<file path="src/rtl/uart_rx.sv">
// UART receiver: 8 data bits LSB first, XOR parity, one stop bit.
// The line is oversampled on an external tick. Start-bit glitches are rejected.
module uart_rx #(
    parameter int OS_RATE     = 16,
    parameter int SYNC_STAGES = 2
) (
    input  logic       clk,
    input  logic       reset_n,
    input  logic       rx,
    input  logic       RX_os_tick,
    output logic [7:0] data_out,
    output logic       data_valid,
    output logic       parity_err,
    output logic       frame_err,
    output logic       busy
);

    localparam int CNT_W = $clog2(OS_RATE);
    localparam logic [CNT_W-1:0] CNT_MAX = CNT_W'(OS_RATE - 1);
    localparam logic [CNT_W-1:0] CNT_MID = CNT_W'(OS_RATE / 2 - 1);

    typedef enum logic [2:0] {
        S_IDLE,
        S_START,
        S_DATA,
        S_PARITY,
        S_STOP
    } state_t;

    state_t                   r_state;
    state_t                   w_state_nxt;
    logic [SYNC_STAGES-1:0]   r_sync;
    logic                     w_rx_s;
    logic [CNT_W-1:0]         r_cnt;
    logic [CNT_W-1:0]         w_cnt_nxt;
    logic [2:0]               r_bit_idx;
    logic [2:0]               w_bit_idx_nxt;
    logic [7:0]               r_shift;
    logic [7:0]               w_shift_nxt;
    logic                     r_par;
    logic                     w_par_nxt;
    logic                     w_done;
    logic [7:0]               r_data_out;
    logic                     r_valid;
    logic                     r_par_err;
    logic                     r_frm_err;
    logic                     r_busy;

    // Synchroniser resets to the idle (high) line level so reset never looks like a start bit.
    always_ff @(posedge clk or negedge reset_n) begin
        if (!reset_n) begin
            r_sync <= '1;
        end else begin
            r_sync <= {r_sync[SYNC_STAGES-2:0], rx};
        end
    end

    assign w_rx_s = r_sync[SYNC_STAGES-1];

    always_comb begin
        w_state_nxt   = r_state;
        w_cnt_nxt     = r_cnt;
        w_bit_idx_nxt = r_bit_idx;
        w_shift_nxt   = r_shift;
        w_par_nxt     = r_par;
        w_done        = 1'b0;
        if (RX_os_tick) begin
            case (r_state)
                S_IDLE: begin
                    if (!w_rx_s) begin
                        w_state_nxt = S_START;
                        w_cnt_nxt   = '0;
                    end
                end
                S_START: begin
                    if (r_cnt == CNT_MID) begin
                        w_cnt_nxt     = '0;
                        w_bit_idx_nxt = 3'd0;
                        w_state_nxt   = w_rx_s ? S_IDLE : S_DATA;
                    end else begin
                        w_cnt_nxt = r_cnt + 1'b1;
                    end
                end
                S_DATA: begin
                    if (r_cnt == CNT_MAX) begin
                        w_shift_nxt   = {w_rx_s, r_shift[7:1]};
                        w_cnt_nxt     = '0;
                        w_bit_idx_nxt = r_bit_idx + 3'd1;
                        if (r_bit_idx == 3'd7) begin
                            w_state_nxt = S_PARITY;
                        end
                    end else begin
                        w_cnt_nxt = r_cnt + 1'b1;
                    end
                end
                S_PARITY: begin
                    if (r_cnt == CNT_MAX) begin
                        w_par_nxt   = w_rx_s;
                        w_cnt_nxt   = '0;
                        w_state_nxt = S_STOP;
                    end else begin
                        w_cnt_nxt = r_cnt + 1'b1;
                    end
                end
                S_STOP: begin
                    if (r_cnt == CNT_MAX) begin
                        w_done      = 1'b1;
                        w_cnt_nxt   = '0;
                        w_state_nxt = S_IDLE;
                    end else begin
                        w_cnt_nxt = r_cnt + 1'b1;
                    end
                end
                default: begin
                    w_state_nxt = S_IDLE;
                    w_cnt_nxt   = '0;
                end
            endcase
        end
    end

    always_ff @(posedge clk or negedge reset_n) begin
        if (!reset_n) begin
            r_state    <= S_IDLE;
            r_cnt      <= '0;
            r_bit_idx  <= 3'd0;
            r_shift    <= 8'd0;
            r_par      <= 1'b0;
            r_data_out <= 8'd0;
            r_valid    <= 1'b0;
            r_par_err  <= 1'b0;
            r_frm_err  <= 1'b0;
            r_busy     <= 1'b0;
        end else begin
            r_state   <= w_state_nxt;
            r_cnt     <= w_cnt_nxt;
            r_bit_idx <= w_bit_idx_nxt;
            r_shift   <= w_shift_nxt;
            r_par     <= w_par_nxt;
            r_busy    <= (w_state_nxt != S_IDLE);
            r_valid   <= w_done;
            // Errored frames still strobe valid so the host sees every completed frame.
            if (w_done) begin
                r_data_out <= r_shift;
                r_par_err  <= r_par ^ (^r_shift);
                r_frm_err  <= ~w_rx_s;
            end
        end
    end

    assign data_out   = r_data_out;
    assign data_valid = r_valid;
    assign parity_err = r_par_err;
    assign frame_err  = r_frm_err;
    assign busy       = r_busy;

endmodule

</file>
<file path="config.mk">
export PLATFORM = sky130hd
export DESIGN_NAME = uart_rx
export DESIGN_NICKNAME = d
export VERILOG_FILES = /design/src/rtl/uart_rx.sv
export SDC_FILE = /design/constraint.sdc
export NUM_CORES = 1
export LEC_CHECK = 0
export ABC_AREA = 1
export CORE_MARGIN = 1.5
export CORE_UTILIZATION = 26
export CTS_CLUSTER_SIZE = 8
export DETAILED_ROUTE_END_ITERATION = 8
export DONT_BUFFER_PORTS = 1
export GPL_TIMING_DRIVEN = 0
export SYNTH_ARGS = -nofsm -noshare
export SYNTH_HDL_FRONTEND = slang
export SYNTH_SLANG_ARGS = --single-unit
</file>
<file path="constraint.sdc">
create_clock -name clk -period 1.9 [get_ports clk]
set_clock_uncertainty 0.05 [all_clocks]
set_input_delay 0.38 -clock clk [delete_from_list [all_inputs] [get_ports clk]]
set_output_delay 0.38 -clock clk [all_outputs]
set_load 0.02 [all_outputs]
</file>
==> After elaboration in Yosys (flattened, before gate mapping) <==
Index checks and enable logic that the tools add are counted.
{ "classes": {"addsub": 2, "n_reduce_logical": 9, "n_eq_ne": 10, "n_mux": 19, "n_bitwise": 2} }
{ "ops": {"columns": ["operator", "n"], "rows": [
  ["$mux 3", 9],
  ["$pmux 3 s5", 1],
  ["$mux 4", 3],
  ["$pmux 4 s3", 1],
  ["$reduce_xor 8->1", 1],
  ["$eq 3x2->1 const B", 2],
  ["$eq 3x3->1 const B", 2],
  ["$ne 2x2->1 const B", 3],
  ["$pmux 3 s2", 1],
  ["$reduce_and 3->1", 2],
  ["$add 4x1->4 const B", 1],
  ["$eq 4x3->1 const B", 1],
  ["$eq 4x4->1 const B", 1],
  ["$reduce_and 4->1", 1],
  ["$add 3x1->3 const B", 1],
  ["$eq 3x1->1 const B", 1],
  ["$logic_not 3->1", 1],
  ["$mux 1", 3],
  ["$reduce_bool 3->1", 1],
  ["$reduce_or 3->1", 1],
  ["$mux 2", 1],
  ["$reduce_and 2->1", 1],
  ["$reduce_bool 2->1", 1],
  ["$not 1->1", 1],
  ["$xor 1x1->1", 1]
]} }
{ "totals": {"register_bits": 33, "word_cells": 53} }

==> Depth between registers and ports, before layout <==
Gate-level depths: netlist of run 1.
{ "logic_depth": {"word_depth": 6, "depth_mapped": 9, "ltp_nobuf": 9} }

==> Worst setup path before layout of run 1 <==
OpenSTA, ideal clock, no wires.
{ "synth_path": {"path_kind": "flip-flop to flip-flop", "from": "reg r_cnt[0]", "to": "reg r_par_err, in the netlist parity_err", "stages_incl_launch_ff": 10, "slack_ns": 0.417, "synth_period_minus_slack_ns": 1.483, "arrival_ns": 1.315, "cell_sequence": "dfrtp_1 -> ha_1 -> nand3_2 -> nor2_4 -> inv_2 -> nor2_4 -> inv_2 -> buf_6 -> nand2_1 -> nand2_1"} }
{ "synth_between": {"elab_chain_cells": 4} }
{ "synth_rtl": {"columns": ["item", "line", "text"], "rows": [
  ["from (decl)", "34", "logic [CNT_W-1:0] r_cnt;"],
  ["from (signal assigned)", "136", "r_cnt <= w_cnt_nxt;"],
  ["$eq 4x4->1", "106", "if (r_cnt == CNT_MAX) begin"],
  ["$mux 1", "106", null],
  ["$mux 1", "68", "case (r_state)"],
  ["$mux 1", "67", "if (RX_os_tick) begin"],
  ["via w_done", "42", "logic w_done;"],
  ["to (signal assigned)", "145", "r_par_err <= r_par ^ (^r_shift);"],
  ["to (decl)", "45", "logic r_par_err;"]
]} }
The timed path passes the listed nets, and every way through them passes these cells.
A chain may end at the register's enable or synchronous reset.

==> Worst setup path after layout of run 1 <==
Same ends and word-level chain as after synthesis.

==> flow_summary.json, run 1 <==
{
  "io_buffers": 0,
  "ys_types": 22,
  "layout-drive-gt1-share_pct": 16.42,
  "rsz0062_at_grt": "false",
  "cp.required_ns": 2.03,
  "dieArea_um2": 6645,
  "crit_type": "reg2reg",
  "rrSetupSlack_ns": 0.21,
  "hold_depth": 0,
  "syn_inst": 191,
  "synth_fa_ha_area_share_pct": 2.342,
  "end_kind": "register",
  "fin_total_pwr_mw": 1.826,
  "syn_area_per_cell_um2": 8.392,
  "synth_compound_area_share_pct": 12.49,
  "cpPeakStageDelay_ns": 0.39,
  "whs_endpoint": "r_sync[0]$_DFF_PN1_",
  "r2r-start": "r_cnt[0]$_DFFE_PN0P_",
  "n_fill_cell": 612,
  "slew_viol_final": 0,
  "synthXorXnorAreaFrac_pct": 1.093,
  "antenna_left": 0,
  "syn_area_um2": 1603,
  "utilization_pct": 30.87,
  "clk-insertion-delay-late_ns": 0.29,
  "grt_pass1_vias": 1201,
  "clkTransAtPathRegs_ns": 0.07,
  "grt_pass1_wl_um": 5244,
  "syn_to_final_growth_pct": 14.05,
  "place_hpwl_um": 2107,
  "floorplan.initialDensity_pct": 27.07,
  "arrival_ns": 1.82,
  "firstDrtPassIters": 4,
  "worst-slew-pin-transition_ns": 0.2761,
  "pre_cts_ws_ns": 0.1975,
  "cts_made_buffers": 5,
  "syn_nets": 198,
  "vias": 1185,
  "dieHeight_um": 81.52,
  "min_path_type": "in2reg",
  "async_reset_ff_share_pct": 100.0,
  "maxSlewHeadroom_pct": 81.52,
  "core_area_um2": 5921,
  "yosysWarnings": 0,
  "synth-main-ff-cell": "dfrtp_1",
  "grt_max_degree": 34,
  "fmax_mhz": 591.9,
  "dieWidth_um": 81.52,
  "fin_crit_ns": 1.690,
  "synth-simple-area-share_pct": 25.06,
  "cts.sinks": 33,
  "cap_viol_max_count": 0,
  "grt_overflow": 0,
  "hold_viol": 0,
  "cts_buffer_depth": 2,
  "cts_resized": 0,
  "irDropWorstVdd_v": 0.0003174,
  "fin_crit_sh_pct": 88.93,
  "wl_per_cell_um": 10.89,
  "setup_tns_ns": 0,
  "cts-root-buf": "clkbuf_8",
  "reg2reg_depth": 9,
  "drtIter0Drc": 58,
  "status": "finished, final reports clean",
  "antennaDiodeCount": 0,
  "track_usage_pct": 10.39,
  "via_per_inst": 4.293,
  "synth_seq_cells": 33,
  "dp_cells": 266,
  "synth.area.mux_share_pct": 0,
  "num_rows": 28,
  "drc": 0,
  "htree_levels": 2,
  "wirelength_um": 3007,
  "slowest_stage": "dfrtp_1",
  "io_pins": 16,
  "power.density_nw_per_um2": 998.9,
  "crit_chain": "ha_1 > nand3_2 > nor2_4 > inv_2 > nor2_4 > inv_2 > buf_6 > nand2_1 > nand2_1",
  "nets": 207,
  "ys_seq_area_share_pct": 51.68,
  "critical_path.max_fanout": 10,
  "synth_top_family_by_area": "simple AND/OR/NAND/NOR gates",
  "reg2reg_to": "parity_err$_DFFE_PN0P_",
  "hp-start": "rx",
  "place_congestion": 0.7857,
  "final-instance-count-excl-fill": 276,
  "finalSetupViolations": 0,
  "antenna_found_initial": 0,
  "synth_edf_count": 0,
  "fin_ws_ns": 0.2104,
  "p_leak_nw": 0.8940,
  "worstSetupStartpointType": "register",
  "cts_tree": "built"
}
[layout make-up]
| type | instances | area [um^2] | area share, % |
|---|---|---|---|
| Buffer | 2 | 16.27 | 0.8898 |
| Timing Repair Buffer | 2 | 30.03 | 1.643 |
| Clock inverter | 1 | 5.005 | 0.2738 |
| Inverter | 27 | 101.3 | 5.544 |
| Sequential cell | 33 | 828.3 | 45.31 |
| Clock buffer | 7 | 96.34 | 5.270 |
| Tap cell | 75 | 93.84 | 5.133 |
| Multi-Input combinational cell | 129 | 656.9 | 35.93 |
[layout by cell type (no fill, tap or decap), types with 2 or more instances in the layout]
cell type,count
a21oi_1,6
clkbuf_8,7
dfrtp_1,31
dfstp_2,2
ha_1,3
inv_1,24
inv_2,3
nand2_1,64
nand2_2,2
nand3_1,13
nor2_1,9
nor2_4,3
o21ai_0,10
o21ai_1,2
o21ai_2,10
xor2_1,2
[worst max path at each step]
| stage | startpoint | slack [ns] | cells past startpoint | to |
|---|---|---|---|---|
| 3_5_place_dp | r_cnt[0]$_DFFE_PN0P_ | 0.20 | 9 | parity_err$_DFFE_PN0P_ |
| 5_1_grt | r_cnt[0]$_DFFE_PN0P_ | 0.03 | 9 | parity_err$_DFFE_PN0P_ |
| 3_3_place_gp | r_cnt[0]$_DFFE_PN0P_ | 0.21 | 9 | parity_err$_DFFE_PN0P_ |
| 2_1_floorplan | r_cnt[0]$_DFFE_PN0P_ | 0.42 | 9 | parity_err$_DFFE_PN0P_ |
| 6_report | r_cnt[0]$_DFFE_PN0P_ | 0.21 | 9 | parity_err$_DFFE_PN0P_ |
| 4_1_cts | r_cnt[0]$_DFFE_PN0P_ | 0.19 | 9 | parity_err$_DFFE_PN0P_ |
[synthesized netlist by cell type, drive strengths merged, types with 2 or more instances]
master	count	share of area (%)
a21oi	7	2.4
dfrtp	31	48
dfstp	2	3.3
ha	3	2.3
inv	27	6.3
nand2	66	16
nand3	14	4.7
nor2	12	4.2
o21ai	22	9.2
xor2	2	1.1
[cells by family after synthesis]
group / Yosys count
AND/OR/NAND/NOR: 93
flip-flops: 33
AO/OA/AOI/OAI: 31
buffers and inverters: 29
adder cells (fa/ha/maj): 3
XOR/XNOR: 2
[timing repair]
| action | 4_1_cts | 5_1_grt |
|---|---|---|
| hold buffers | 2 | 0 |
| buffers inserted | 0 | 0 |
| hold endpoints to repair | 33 | 0 |
[report_power, final]
part | total [mW] | internal, mW | switching [mW]
Sequential | 0.882 | 0.780 | 0.101
Combinational | 0.356 | 0.126 | 0.230
Clock | 0.588 | 0.328 | 0.261
Total | 1.83 | 1.23 | 0.592
[worst max-delay path, delay by kind of cell (launching register included)]
kind / cells / cell delay (ns)
AND/OR/NAND/NOR: 5 / 0.57
flip-flops: 1 / 0.39
buffers and inverters: 3 / 0.36
adder cells (fa/ha/maj): 1 / 0.22
[through the flow]
stage | hold WS, ns | area (um^2)
6_report | 0.03962 | 1828
3_5_place_dp | 0.03511 | 1697
2_1_floorplan | 0.03441 | 1603
4_1_cts | 0.03248 | 1828
3_3_place_gp | 0.03514 | 1697
5_1_grt | 0.02334 | 1828
[registers in the layout (all words and copies together) (netlist names)]
signal,flops
r_par,1
r_state,3
data_valid,1
parity_err,1
frame_err,1
busy,1
r_shift,8
data_out,8
r_bit_idx,3
r_cnt,4
r_sync,2
[routing by layer]
layer  part of all wire, %  wire length [um]  track usage [%]  vias up
met4                   1.3                38            3.103        0
met3                   4.5               135            3.889        7
met5                     0                 0                0        -
li1                      -                 -                -      621
met2                    48              1456            17.85       19
met1                    46              1377            11.96      538
(Power assumes the default switching activity.)
==> run 2: changes to the inputs <==
- CORE_ASPECT_RATIO: default -> 0.8
==> run 2 against run 1 <==
Effect of this change: routed wire length up 2.5%; final cell count is 2.2% higher; non-clock buffer count did not move; sequential power grew 0.7%; combinational power about the same; register-to-register slack got worse by 0.03 ns; worst hold slack hardly changed; critical path type unchanged; largest power group unchanged; highest routed layer unchanged.
==> flow_summary.json, run 2 (synthesis results as in run 1) <==
{
  "p_leak_nw": 0.8982,
  "place_hpwl_um": 2237,
  "grt_max_degree": 34,
  "grt_pass1_wl_um": 5395,
  "clk-insertion-delay-late_ns": 0.28,
  "firstDrtPassIters": 4,
  "arrival_ns": 1.84,
  "dieHeight_um": 73.23,
  "pre_cts_ws_ns": 0.1875,
  "antenna_found_initial": 0,
  "wl_per_cell_um": 10.93,
  "cts.sinks": 33,
  "fmax_mhz": 581.4,
  "critical_path.max_fanout": 10,
  "cts-root-buf": "clkbuf_8",
  "htree_levels": 2,
  "fin_total_pwr_mw": 1.917,
  "end_kind": "register",
  "reg2reg_to": "parity_err$_DFFE_PN0P_",
  "worstSetupStartpointType": "register",
  "setup_tns_ns": 0,
  "rsz0062_at_grt": "false",
  "grt_pass1_vias": 1145,
  "drc": 0,
  "syn_to_final_growth_pct": 15.46,
  "core_area_um2": 5943,
  "final-instance-count-excl-fill": 282,
  "antenna_left": 0,
  "final_common_cell": "nand2_1",
  "cts_buffer_depth": 2,
  "status": "finished, final reports clean",
  "finalSetupViolations": 0,
  "via_per_inst": 4.213,
  "r2r-start": "r_cnt[0]$_DFFE_PN0P_",
  "cts_made_buffers": 5,
  "layout_common_cells": "nand2_1, dfrtp_1, inv_1",
  "fin_ws_ns": 0.1801,
  "drtIter0Drc": 50,
  "vias": 1188,
  "post_cts_buffers": 0,
  "worst-slew-pin-transition_ns": 0.2913,
  "dp_cells": 272,
  "fin_crit_ns": 1.720,
  "cts_tree": "built",
  "cp.required_ns": 2.02,
  "maxSlewHeadroom_pct": 80.51,
  "slew_viol_final": 0,
  "hold_ws_ns": 0.03930,
  "hold_viol": 0,
  "hp-start": "rx",
  "wirelength_um": 3083,
  "floorplan.initialDensity_pct": 26.97,
  "clkTransAtPathRegs_ns": 0.07,
  "irDropWorstVdd_v": 0.0003894,
  "min_path_type": "in2reg",
  "track_usage_pct": 10.66,
  "crit_type": "reg2reg",
  "antennaDiodeCount": 0,
  "whs_endpoint": "r_sync[0]$_DFF_PN1_",
  "layout-drive-gt1-share_pct": 15.92,
  "num_rows": 25,
  "io_buffers": 0,
  "dieWidth_um": 90.78,
  "rrSetupSlack_ns": 0.18,
  "io_pins": 16,
  "place_congestion": 0.7548,
  "cts_resized": 0,
  "nets": 207,
  "dieArea_um2": 6647,
  "fin_crit_sh_pct": 90.52,
  "cap_viol_max_count": 0,
  "hold_depth": 0,
  "power.density_nw_per_um2": 1036,
  "postCtsHoldBufs": 2,
  "grt_overflow": 0,
  "reg2reg_depth": 9
}
## run 2: cell count changes in the layout (fill, tap and decap cells not counted), sizes merged
| cell | previous run | this run |
|---|---|---|
| bufinv | 0 | 1 |
| clkinv | 1 | 0 |
## run 2: layout make-up
cell class	count	area [um^2]
plain buffers	2	16.27
clock buffers	7	86.33
clock inverters	1	30.03
fillers	654	4093
inverters	27	101.3
multi-input cells	129	656.9
flip-flops and latches	33	828.3
well taps	81	101.3
repair buffers	2	30.03
## run 2: stage by stage
step	util, %	area [um^2]
finish	31.14	1851
global route	31.14	1851
CTS	31.14	1851
detailed placement	28.67	1704
global placement	28.67	1704
floorplan	-	1603
## run 2: worst max-delay path by stage
stage	slack (ns)	endpoint	from
3_3_place_gp	0.20	parity_err$_DFFE_PN0P_	r_cnt[0]$_DFFE_PN0P_
5_1_grt	0.04	parity_err$_DFFE_PN0P_	r_cnt[0]$_DFFE_PN0P_
6_report	0.18	parity_err$_DFFE_PN0P_	r_cnt[0]$_DFFE_PN0P_
4_1_cts	0.16	parity_err$_DFFE_PN0P_	r_cnt[0]$_DFFE_PN0P_
3_5_place_dp	0.19	parity_err$_DFFE_PN0P_	r_cnt[0]$_DFFE_PN0P_
2_1_floorplan	0.42	parity_err$_DFFE_PN0P_	r_cnt[0]$_DFFE_PN0P_
## run 2: routing by layer
metal  part of all wire, %  track usage, %  wire [um]
met5                     0               0          0
met4                   1.7           4.688         52
met2                    38           15.04       1171
met3                   5.6           4.167        172
met1                    55           14.41       1686
## run 2: worst max-delay path: stages, from the launching register on
cell and delay, ns:
dfrtp_1 0.40, ha_1 0.23, nand3_2 0.16, nor2_4 0.17, inv_2 0.07, nor2_4 0.13, inv_2 0.11, buf_6 0.17
nand2_1 0.06, nand2_1 0.05
## run 2: report_power, final
group	switching (mW)	total (mW)	internal, mW
logic	0.227	0.353	0.126
clock network	0.249	0.677	0.427
registers	0.107	0.888	0.781
total	0.583	1.92	1.33
